### src/rtl/mem_hilo_unit.sv
// MEM-stage HI/LO owner: reduces multiplier partial products, selects
// HI/LO write data, stages writes in a one-entry pending buffer and
// bypasses that entry onto the read ports.
// Optional build macro: HILO_MADD_EN (selection 3 accumulates into HI/LO).
// Ports:
//   clk, resetn                    clock, async active-low reset
//   i_ena                          MEM advance / capture enable
//   i_MEM_RegHi_we/RegLo_we        per-half write enables
//   i_MEM_LoHi_wdata_selection     0 mult, 1 div, 2 opr2, 3 madd
//   i_MEM_opr2_value               MTHI/MTLO data
//   i_MEM_Div_quotient/remainder   div results (LO/HI)
//   i_MEM_mult_stage_0_result      four PP_W-bit partial products
//   i_MEM_mult_result_need_process negate the summed product
//   i_MEM_CP0_except_cause         5'h1f = no exception
//   o_hi, o_lo                     bypassed HI/LO
//   o_hilo_pending                 pending entry valid
module mem_hilo_unit #(
  parameter int PP_W = 42
) (
  input  logic              clk,
  input  logic              resetn,
  input  logic              i_ena,
  input  logic              i_MEM_RegHi_we,
  input  logic              i_MEM_RegLo_we,
  input  logic [1:0]        i_MEM_LoHi_wdata_selection,
  input  logic [31:0]       i_MEM_opr2_value,
  input  logic [31:0]       i_MEM_Div_quotient,
  input  logic [31:0]       i_MEM_Div_remainder,
  input  logic [4*PP_W-1:0] i_MEM_mult_stage_0_result,
  input  logic              i_MEM_mult_result_need_process,
  input  logic [4:0]        i_MEM_CP0_except_cause,
  output logic [31:0]       o_hi,
  output logic [31:0]       o_lo,
  output logic              o_hilo_pending
);

  typedef enum logic [1:0] {
    SEL_MULT = 2'd0,
    SEL_DIV  = 2'd1,
    SEL_OPR2 = 2'd2,
    SEL_MADD = 2'd3
  } wsel_e;

  logic [31:0] hi_q, hi_d;
  logic [31:0] lo_q, lo_d;
  logic        pv_q, pv_d;
  logic        phwe_q, phwe_d;
  logic        plwe_q, plwe_d;
  logic [31:0] phi_q, phi_d;
  logic [31:0] plo_q, plo_d;

  logic [63:0] pp0, pp1, pp2, pp3;
  logic [63:0] prod_sum, prod;
  logic [63:0] wdata;
  logic        capture;
  wsel_e       sel;

  assign pp0 = 64'(i_MEM_mult_stage_0_result[0*PP_W +: PP_W]);
  assign pp1 = 64'(i_MEM_mult_stage_0_result[1*PP_W +: PP_W]);
  assign pp2 = 64'(i_MEM_mult_stage_0_result[2*PP_W +: PP_W]);
  assign pp3 = 64'(i_MEM_mult_stage_0_result[3*PP_W +: PP_W]);

  assign prod_sum = pp0 + (pp1 << 16) + (pp2 << 16) + (pp3 << 32);
  assign prod = i_MEM_mult_result_need_process ? -prod_sum : prod_sum;

  // Reads see the pending entry so back-to-back users get no bubble.
  assign o_hi = (pv_q && phwe_q) ? phi_q : hi_q;
  assign o_lo = (pv_q && plwe_q) ? plo_q : lo_q;
  assign o_hilo_pending = pv_q;

`ifdef HILO_MADD_EN
  logic [63:0] madd;
  assign madd = {o_hi, o_lo} + prod;
`endif

  assign sel = wsel_e'(i_MEM_LoHi_wdata_selection);

  always_comb begin
    wdata = prod;
    unique case (sel)
      SEL_MULT: wdata = prod;
      SEL_DIV:  wdata = {i_MEM_Div_remainder, i_MEM_Div_quotient};
      SEL_OPR2: wdata = {i_MEM_opr2_value, i_MEM_opr2_value};
`ifdef HILO_MADD_EN
      SEL_MADD: wdata = madd;
`else
      SEL_MADD: wdata = prod;
`endif
    endcase
  end

  assign capture = i_ena
                 && (i_MEM_RegHi_we || i_MEM_RegLo_we)
                 && (i_MEM_CP0_except_cause == 5'h1f);

  // Commit the old entry and load a new one in the same cycle if needed.
  always_comb begin
    hi_d   = hi_q;
    lo_d   = lo_q;
    pv_d   = pv_q;
    phwe_d = phwe_q;
    plwe_d = plwe_q;
    phi_d  = phi_q;
    plo_d  = plo_q;
    if (pv_q) begin
      if (phwe_q) hi_d = phi_q;
      if (plwe_q) lo_d = plo_q;
      pv_d = 1'b0;
    end
    if (capture) begin
      pv_d   = 1'b1;
      phwe_d = i_MEM_RegHi_we;
      plwe_d = i_MEM_RegLo_we;
      phi_d  = wdata[63:32];
      plo_d  = wdata[31:0];
    end
  end

  always_ff @(posedge clk or negedge resetn) begin
    if (!resetn) begin
      hi_q   <= '0;
      lo_q   <= '0;
      pv_q   <= 1'b0;
      phwe_q <= 1'b0;
      plwe_q <= 1'b0;
      phi_q  <= '0;
      plo_q  <= '0;
    end else begin
      hi_q   <= hi_d;
      lo_q   <= lo_d;
      pv_q   <= pv_d;
      phwe_q <= phwe_d;
      plwe_q <= plwe_d;
      phi_q  <= phi_d;
      plo_q  <= plo_d;
    end
  end

endmodule

### config.mk
export PLATFORM = sky130hd
export DESIGN_NAME = mem_hilo_unit
export DESIGN_NICKNAME = d
export VERILOG_FILES = /design/src/rtl/mem_hilo_unit.sv
export SDC_FILE = /design/constraint.sdc
export NUM_CORES = 1
export LEC_CHECK = 0
export ABC_AREA = 0
export CORE_UTILIZATION = 30
export DETAILED_ROUTE_END_ITERATION = 8
export PLACE_DENSITY = 0.51
export SYNTH_ARGS = -nofsm -noshare
export SYNTH_HDL_FRONTEND = slang
export SYNTH_SLANG_ARGS = --single-unit
### constraint.sdc
create_clock -name clk -period 1.9 [get_ports clk]
set_input_delay 0.475 -clock clk [delete_from_list [all_inputs] [get_ports clk]]
set_output_delay 0.475 -clock clk [all_outputs]
set_load 0.02 [all_outputs]
==> results.toml, run 1 <==
[clock_tree]
cts_tree = "built"
cts_max_level = 4
cts_buffers = 17
clk_path_buf_depth = 2
clock_latency_ps = 420
root_buffer = "clkbuf_16"
clk_pin_slew_ps = 60
cts_sinks = 131

[synthesis]
yosysTopAreaCellShare = 0.254
synth_seq_cells = 131
yosysMostFrequentCell = "inv_1"
synth_area_mm2 = 0.0129
synth_fp_nets = 1938
synth.yosys.seq_area_share = 0.254
synth_top_cell_by_area = "dfrtp_1"
yosysWarnings = 0
synth_cells = 1531
ys_types = 95
synth-edff-count = 0
synth_ff_type = "dfrtp_1"
synth.area.top_cells = "dfrtp_1 (25%), fa_1 (8.2%), ha_1 (7.5%), inv_1 (6.1%), mux2_2 (5.7%)"
async_flop_share = 1.00
avgSynthCellArea_um2 = 8.43
synthTopCellsByCount = "inv_1 (211), nand2_1 (156), dfrtp_1 (131)"

[sta]
worst_slew_pin_slew_ps = 598
setup-violations-final = 117
max-slew-margin-rel = 0.599
slew_viol_final = 0
fin_tns_setup_ps = -128000
hold_violations = 0
skew_ps = 7.45
finalCriticalPeriod_ps = 4660
holdWs_ps = 470
clock.fmax_ghz = 0.215
rsz0062_at_grt = "true"
layout_setup_ws_ps = -2760
fin_crit_sh = 2.45

[flow_run]
cap_violations = 0

[global_routing]
grt_pass1_vias = 14533
grt_max_degree = 65
antenna_found_initial = 6
grt_overflow = 0
grt_pass1_wl_mm = 80.4
grt_usage = 0.234

[setup_path]
critical_path_arrival_ps = 5010
slowest_stage = "or4_4"
required_ps = 2250
cp-end-kind = "flip-flop"
crit_path_start_kind = "primary input"
cp_common_cell = "buf_4"
cpPeakStageDelay_ps = 560
rrSetupSlack_ps = 410
crit_path_max_fanout = 2
worstSetupPathType = "primary input to flip-flop"

[layout]
seqCellArea_mm2 = 0.00328
layout.nets = 2706
final_core_util = 0.564
final_cells = 2852
drive_above_1_share = 0.437
syn_to_final_growth_pct = 84.6
n_fill_cell = 3789
design_area_mm2 = 0.0238
multi_input_area_mm2 = 0.0108

[placed_design]
dp_cells = 2682
port_buffers = 331
pre_cts_ws_ps = -3650
gp_congestion = 0.891
placed_area_mm2 = 0.0196
dpl.hpwl_mm = 40.6

[floorplan]
initial_core_util = 0.306
die_h_um = 209
boundaryPins = 342
fp.dieW_um = 209
die-area_mm2 = 0.0438
row_count = 75
core-area_mm2 = 0.0422

[pwr]
power.density_mw_per_mm2 = 897
finalPower_mw = 21.4
leakage_nw = 11.3
ir_drop_v = 0.000605

[worst_hold_path]
min_path_type = "primary input to async pin"

[route]
drtIter0Drc = 662
drt-total-wl_mm = 52.0
post_drt_wl_per_cell_um = 18.2
drtPass1Iterations = 5
ant_nets = 0
via_count = 14049
viasPerCell = 4.93
drc_errors = 0

[status]
violations = "setup timing"
status = "complete, but fails checks"
[flip-flops by register name (all words and copies together) (netlist names)]
name and cells:
hi_q 32, lo_q 32, phi_q 32, plo_q 32, o_hilo_pending 1, phwe_q 1, plwe_q 1
[final cells by class]
cell class                      instances  area share
Antenna cell                            2    0.000210
Clock buffer                           21      0.0198
Clock inverter                         10     0.00352
Inverter                              211      0.0336
Multi-Input combinational cell       1105       0.454
Sequential cell                       131       0.138
Tap cell                              539      0.0283
Timing Repair Buffer                  833       0.323
[timing repair]
action,4_1_cts,5_1_grt
pin swaps,212,183
endpoints found under the setup margin,122,128
gates resized for setup,819,250
gates cloned,5,0
hold buffers,1,0
setup buffers,109,54
hold endpoints to repair,14,0
[logic make-up (layout without fill, tap and decap cells)]
| family | after synthesis | after routing | share of synthesized area |
|---|---|---|---|
| AOI/OAI and AO/OA | 450 | 450 | 0.228 |
| xor gates and xnor gates | 93 | 93 | 0.0681 |
| adders and majority gates | 130 | 130 | 0.157 |
| buffers and inverters | 295 | 1075 | 0.0922 |
| DFF | 131 | 131 | 0.254 |
| muxes | 67 | 67 | 0.0583 |
| other | 0 | 2 | 0 |
| and+or+nand+nor | 365 | 365 | 0.142 |
[worst max-delay path: cells and delay by family]
kind | cells | cell delay [ps]
XOR/XNOR | 2 | 280
AND/OR/NAND/NOR | 3 | 930
AO/OA/AOI/OAI | 4 | 680
buffers and inverters | 15 | 1300
adder cells (fa/ha/maj) | 4 | 1310
[worst paths after layout]
kind                                                     from                    end  depth (start not counted)
worst max-delay path            i_MEM_mult_stage_0_result[18]  plo_q[24]$_DFFE_PN0P_                         28
worst min-delay path                                   resetn    hi_q[3]$_DFFE_PN0P_                          2
worst max register to register       o_hilo_pending$_DFF_PN0_   lo_q[21]$_DFFE_PN0P_                          6
worst min register to register           phi_q[6]$_DFFE_PN0P_   phi_q[6]$_DFFE_PN0P_                          2
max in group asynchronous                              resetn   lo_q[17]$_DFFE_PN0P_                          3
min in group clk                         phi_q[6]$_DFFE_PN0P_   phi_q[6]$_DFFE_PN0P_                          2
[cells in the final DEF, fill, tap and decap left out, drive strengths merged, types with 15 or more instances in the layout]
| cell | n |
|---|---|
| a21oi | 111 |
| buf | 581 |
| clkbuf | 22 |
| clkdlybuf4s50 | 196 |
| dfrtp | 131 |
| dlygate4sd2 | 30 |
| dlymetal6s2s | 21 |
| fa | 53 |
| ha | 77 |
| inv | 211 |
| mux2 | 65 |
| nand2 | 156 |
| nand3 | 19 |
| nand4 | 29 |
| nor2 | 73 |
| nor3 | 17 |
| o211ai | 21 |
| o21ai | 148 |
| o221ai | 15 |
| o31ai | 32 |
| xnor2 | 53 |
| xor2 | 40 |
[metal layers]
metal	vias up	part of all wire	routed length, µm	track usage
li1	6889	-	-	-
met1	6753	0.45	23500	0.308
met2	343	0.48	25100	0.401
met3	58	0.044	2260	0.0328
met4	6	0.022	1140	0.0634
met5	-	0.00081	42	0
[where the power goes]
part | leakage, nW | switching, mW | internal (mW)
clock | 0.274 | 1.24 | 1.88
sequential | 1.78 | 0.231 | 3.14
combinational | 9.28 | 7.34 | 7.53
total | 11.3 | 8.81 | 12.6
(Power assumes the default switching activity.)
==> inputs of run 2 (changes only) <==
- CTS_CLUSTER_SIZE: not set -> 10
- PLACE_DENSITY: 0.51 -> 0.53
- clock period: 1.9 -> 3.77 ns (I/O delays scaled with it)
==> results.toml, run 2 (synthesized netlist as in run 1, its figures left out) <==
[status]
status = "complete, but fails checks"
violations = "setup timing"

[layout]
layout.nets = 2591
mostFrequentLayoutCells = "buf_4 (357), clkdlybuf4s50_1 (279), inv_1 (176)"
design_area_mm2 = 0.0218
final_cells = 2738
final_common_cell = "buf_4"
syn_to_final_growth_pct = 68.7
multi_input_area_mm2 = 0.0101
seqCellArea_mm2 = 0.00328
final_core_util = 0.515
n_fill_cell = 3969
drive_above_1_share = 0.349

[global_routing]
grt_overflow = 0
grt_max_degree = 87
antenna_found_initial = 4
grt_pass1_wl_mm = 76.8
grt_pass1_vias = 13882
grt_usage = 0.223

[placed_design]
dp_cells = 2644
dpl.hpwl_mm = 39.7
gp_congestion = 0.889
port_buffers = 331
placed_area_mm2 = 0.0192

[sta]
slew_viol_final = 0
fin_tns_setup_ps = -43550
layout_setup_ws_ps = -1390
fin_crit_sh = 1.37
worst_slew_pin_slew_ps = 984
hold_violations = 0
clock.fmax_ghz = 0.194
setup-violations-final = 43
holdWs_ps = 478
skew_ps = 9.69
max-slew-margin-rel = 0.343
finalCriticalPeriod_ps = 5160
rsz0062_at_grt = "true"

[floorplan]
initial_core_util = 0.306
core-area_mm2 = 0.0422
boundaryPins = 342
die-area_mm2 = 0.0438
fp.dieW_um = 209
row_count = 75
die_h_um = 209

[setup_path]
rr_worst_depth = 3
worstReg2RegEnd = "lo_q[30]$_DFFE_PN0P_"
critical_path_arrival_ps = 5440
slowest_stage = "or4_4"
rrSetupSlack_ps = 2300
required_ps = 4050
cpPeakStageDelay_ps = 550
path_cells = "buf_6, inv_4, fa_1, inv_2, ha_4, ha_4, fa_2, buf_6, xor2_2, or3_4, or4_4, a21oi_2, nand2b_1, or4_4, nor4_4, buf_4, nand3_4, buf_4, o31ai_4, xor2_1, o221ai_1"
crit_path_max_fanout = 5
crit_path_start_kind = "primary input"
worstSetupPathType = "primary input to flip-flop"
cp-end-kind = "flip-flop"
timing.rr.start = "o_hilo_pending$_DFF_PN0_"

[pwr]
leakage_nw = 9.97
power.density_mw_per_mm2 = 483
p_seq_frac = 0.160
internal_power_mw = 6.24
pwr-share-clk = 0.164
pwr-share-comb = 0.676
power_switching_mw = 4.28
p_sw_frac = 0.407
ir_drop_v = 0.000259

[worst_hold_path]
hold_depth = 2
hp-start = "phwe_q$_DFFE_PN0P_"
min_path_type = "flip-flop to flip-flop"
hold_path_end = "phwe_q$_DFFE_PN0P_"

[route]
ant_nets = 0
drtIter0Drc = 843
drc_errors = 0
post_drt_wl_per_cell_um = 18.0
drtPass1Iterations = 6
via_count = 13591
viasPerCell = 4.96
drt-total-wl_mm = 49.3

[clock_tree]
clk_pin_slew_ps = 60
root_buffer = "clkbuf_16"
clk_path_buf_depth = 2
cts_sinks = 131
clock_latency_ps = 430
cts_buffers = 17
cts_tree = "built"
cts_max_level = 4

[flow_run]
cap_violations = 0
## run 2: layout make-up
cell class / count / share of cell area
tap: 539 / 0.0310
clock buffer: 19 / 0.0208
timing repair buffer: 718 / 0.290
sequential: 131 / 0.151
inverter: 211 / 0.0369
multi-input combinational: 1105 / 0.463
clock inverter: 12 / 0.00724
antenna: 3 / 0.000345
## run 2: power by group through the flow
stage	Clock [mW]	Combinational (mW)	Sequential (mW)
after floorplan	0	2.96	1.66
after global placement	0	5.77	1.71
after detailed placement	0	5.81	1.71
after CTS	1.75	6.73	1.69
after global routing	1.80	7.68	1.70
final	1.72	7.11	1.68
## run 2: through the flow
step	worst slack [ps]	power (mW)
2_1_floorplan	-1380	4.62
3_5_place_dp	-2230	7.52
4_1_cts	-1330	10.2
5_1_grt	-1580	11.2
3_3_place_gp	-2180	7.47
6_report	-1390	10.5
## run 2: per-layer routing
metal	vias to the layer above	share of wire	track usage
li1	6671	-	-
met5	-	0.00026	0
met4	2	0.024	0.0616
met2	411	0.47	0.374
met1	6453	0.45	0.297
met3	54	0.060	0.0323
## run 2: worst max path at each step
stage / slack [ps] / to / depth (start not counted) / start
2_1_floorplan: -1380 / phi_q[23]$_DFFE_PN0P_ / 17 / i_MEM_mult_stage_0_result[18]
3_3_place_gp: -2180 / phi_q[16]$_DFFE_PN0P_ / 19 / i_MEM_mult_stage_0_result[18]
3_5_place_dp: -2230 / phi_q[21]$_DFFE_PN0P_ / 21 / i_MEM_mult_stage_0_result[34]
4_1_cts: -1330 / phi_q[30]$_DFFE_PN0P_ / 19 / i_MEM_mult_stage_0_result[18]
5_1_grt: -1580 / phi_q[30]$_DFFE_PN0P_ / 21 / i_MEM_mult_stage_0_result[86]
6_report: -1390 / phi_q[30]$_DFFE_PN0P_ / 21 / i_MEM_mult_stage_0_result[86]
## run 2: critical path, delay by kind of cell
family,cells,cell delay (ps)
fa+ha+maj,4,1280
buf+inv,6,620
simple gates,6,1800
xor+xnor,2,330
compound gates,3,450
## run 2: repair_timing
action	CTS	global route
setup buffers	38	26
pin swaps	172	111
resized for setup	270	86
hold buffers	0	0
setup endpoints to repair	43	43
hold endpoints to repair	0	0
==> inputs of run 3 (changes only) <==
- PLACE_DENSITY: 0.53 -> 0.51
- clock period: 3.77 -> 4.8 ns (I/O delays scaled with it)
==> results.toml, run 3 (synthesized netlist as in run 1, its figures left out) <==
[setup_path]
crit_family = "simple AND/OR/NAND/NOR gates"
required_ps = 5070
crit_buf_inv = 2
slowest_stage = "or4_4"
cp-end-kind = "flip-flop"
worstSetupPathType = "primary input to flip-flop"
crit_path_start_kind = "primary input"
critical_path_arrival_ps = 5580
cpPeakStageDelay_ps = 580
path_cells = "dlygate4sd2_1, fa_2, ha_4, ha_4, fa_2, xor2_2, or3_4, or4_4, a21oi_4, nand2b_1, or4_4, nor4_4, buf_4, nand3_4, o31ai_4, xnor2_2, o221ai_2"
crit_path_max_fanout = 5

[floorplan]
die-area_mm2 = 0.0438
die_h_um = 209
core-area_mm2 = 0.0422
fp.dieW_um = 209
row_count = 75
initial_core_util = 0.306
boundaryPins = 342

[global_routing]
grt_pass1_wl_mm = 76.6
grt_pass1_vias = 13917
grt_max_degree = 76
grt_overflow = 0
antenna_found_initial = 9
grt_usage = 0.223

[status]
status = "complete, but fails checks"
violations = "setup timing"

[route]
via_count = 13680
drtIter0Drc = 662
post_drt_wl_per_cell_um = 18.4
drtPass1Iterations = 5
ant_nets = 0
met1Wirelength_mm = 22.5
drc_errors = 0
maxUsedRoutingLayer = "met5"
routed-wl-met3_mm = 2.49
drt-total-wl_mm = 50.6
dr_wl_met2_mm = 24.3
viasPerCell = 4.97

[placed_design]
gp_congestion = 0.904
dp_cells = 2627
dpl.hpwl_mm = 39.9
port_buffers = 331

[clock_tree]
cts_buffers = 17
hold_buffers = 0
cts_max_level = 4
cts_tree = "built"
clk_pin_slew_ps = 60
clk_path_buf_depth = 2
clock_latency_ps = 420
root_buffer = "clkbuf_16"
cts_sinks = 131

[layout]
drive_above_1_share = 0.388
seqCellArea_mm2 = 0.00328
layout.nets = 2605
multi_input_area_mm2 = 0.0105
final_core_util = 0.532
n_fill_cell = 3945
mostFrequentLayoutCells = "buf_4 (348), clkdlybuf4s50_1 (256), inv_1 (149)"
final_common_cell = "buf_4"
final_cells = 2753
syn_to_final_growth_pct = 74.0

[sta]
max-slew-margin-rel = 0.328
finalCriticalPeriod_ps = 5310
worst_slew_pin_slew_ps = 1010
fin_tns_setup_ps = -11270
fin_crit_sh = 1.11
skew_ps = 8.41
slew_viol_final = 0
layout_setup_ws_ps = -511
setup-violations-final = 35
hold_violations = 0
clock.fmax_ghz = 0.188
holdWs_ps = 479
rsz0062_at_grt = "true"

[worst_hold_path]
min_path_type = "flip-flop to flip-flop"

[pwr]
ir_drop_v = 0.000242
leakage_nw = 10.3
power.density_mw_per_mm2 = 385
finalPower_mw = 8.64

[flow_run]
cap_violations = 0
run 3: cell count changes in the layout (fill, tap and decap cells not counted), sizes merged, moves of 2 or more:
cell,before,now
dlymetal6s2s,5,28
clkinvlp,3,6
clkdlybuf4s50,279,256
buf,392,406
diode,3,5
clkbuf,21,18
clkinv,6,4
run 3: per-stage QoR:
| stage | setup slack [ps] | instance area [µm²] |
|---|---|---|
| 5_1_grt | -668 | 22400 |
| 3_5_place_dp | -1450 | 19000 |
| 6_report | -511 | 22400 |
| 4_1_cts | -548 | 21100 |
| 2_1_floorplan | -613 | 13100 |
| 3_3_place_gp | -1420 | 19000 |
run 3: routing by layer:
metal / GRT usage / vias to the layer above
li1: - / 6688
met1: 0.290 / 6557
met2: 0.379 / 366
met3: 0.0391 / 61
met4: 0.0636 / 8
met5: 0 / -
run 3: what timing repair did:
| item | CTS | global route |
|---|---|---|
| resized for setup | 277 | 245 |
| setup endpoints to repair | 40 | 39 |
| buffers inserted | 58 | 61 |
| pin swaps | 157 | 193 |
run 3: power breakdown:
part	switching [mW]	internal, mW
sequential	0.0790	1.24
clock	0.516	0.773
combinational	2.98	3.06
run 3: path summary, 6_finish.rpt:
| path | from | end | slack, ps | cells after the start |
|---|---|---|---|---|
| setup / recovery | i_MEM_mult_stage_0_result[85] | phi_q[26]$_DFFE_PN0P_ | -510 | 17 |
| min in group asynchronous | resetn | phwe_q$_DFFE_PN0P_ | 950 | 1 |
| setup reg to reg | o_hilo_pending$_DFF_PN0_ | hi_q[12]$_DFFE_PN0P_ | 3070 | 3 |
| hold / removal | plo_q[3]$_DFFE_PN0P_ | plo_q[3]$_DFFE_PN0P_ | 480 | 2 |
| max in group asynchronous | resetn | lo_q[30]$_DFFE_PN0P_ | 2980 | 2 |
| hold reg to reg | plo_q[3]$_DFFE_PN0P_ | plo_q[3]$_DFFE_PN0P_ | 480 | 2 |
run 3: cell type report:
cell class | count | area share
Sequential cell | 131 | 0.146
Tap cell | 539 | 0.0300
Clock inverter | 12 | 0.00608
Inverter | 211 | 0.0357
Timing Repair Buffer | 732 | 0.293
Antenna cell | 5 | 0.000557
Clock buffer | 18 | 0.0196
Multi-Input combinational cell | 1105 | 0.469
run 3: worst reg2reg max path, cell delays in order, from the launching register on:
cell and delay [ps]:
dfrtp_1 410, nand2_1 380, buf_4 410, mux2_2 410
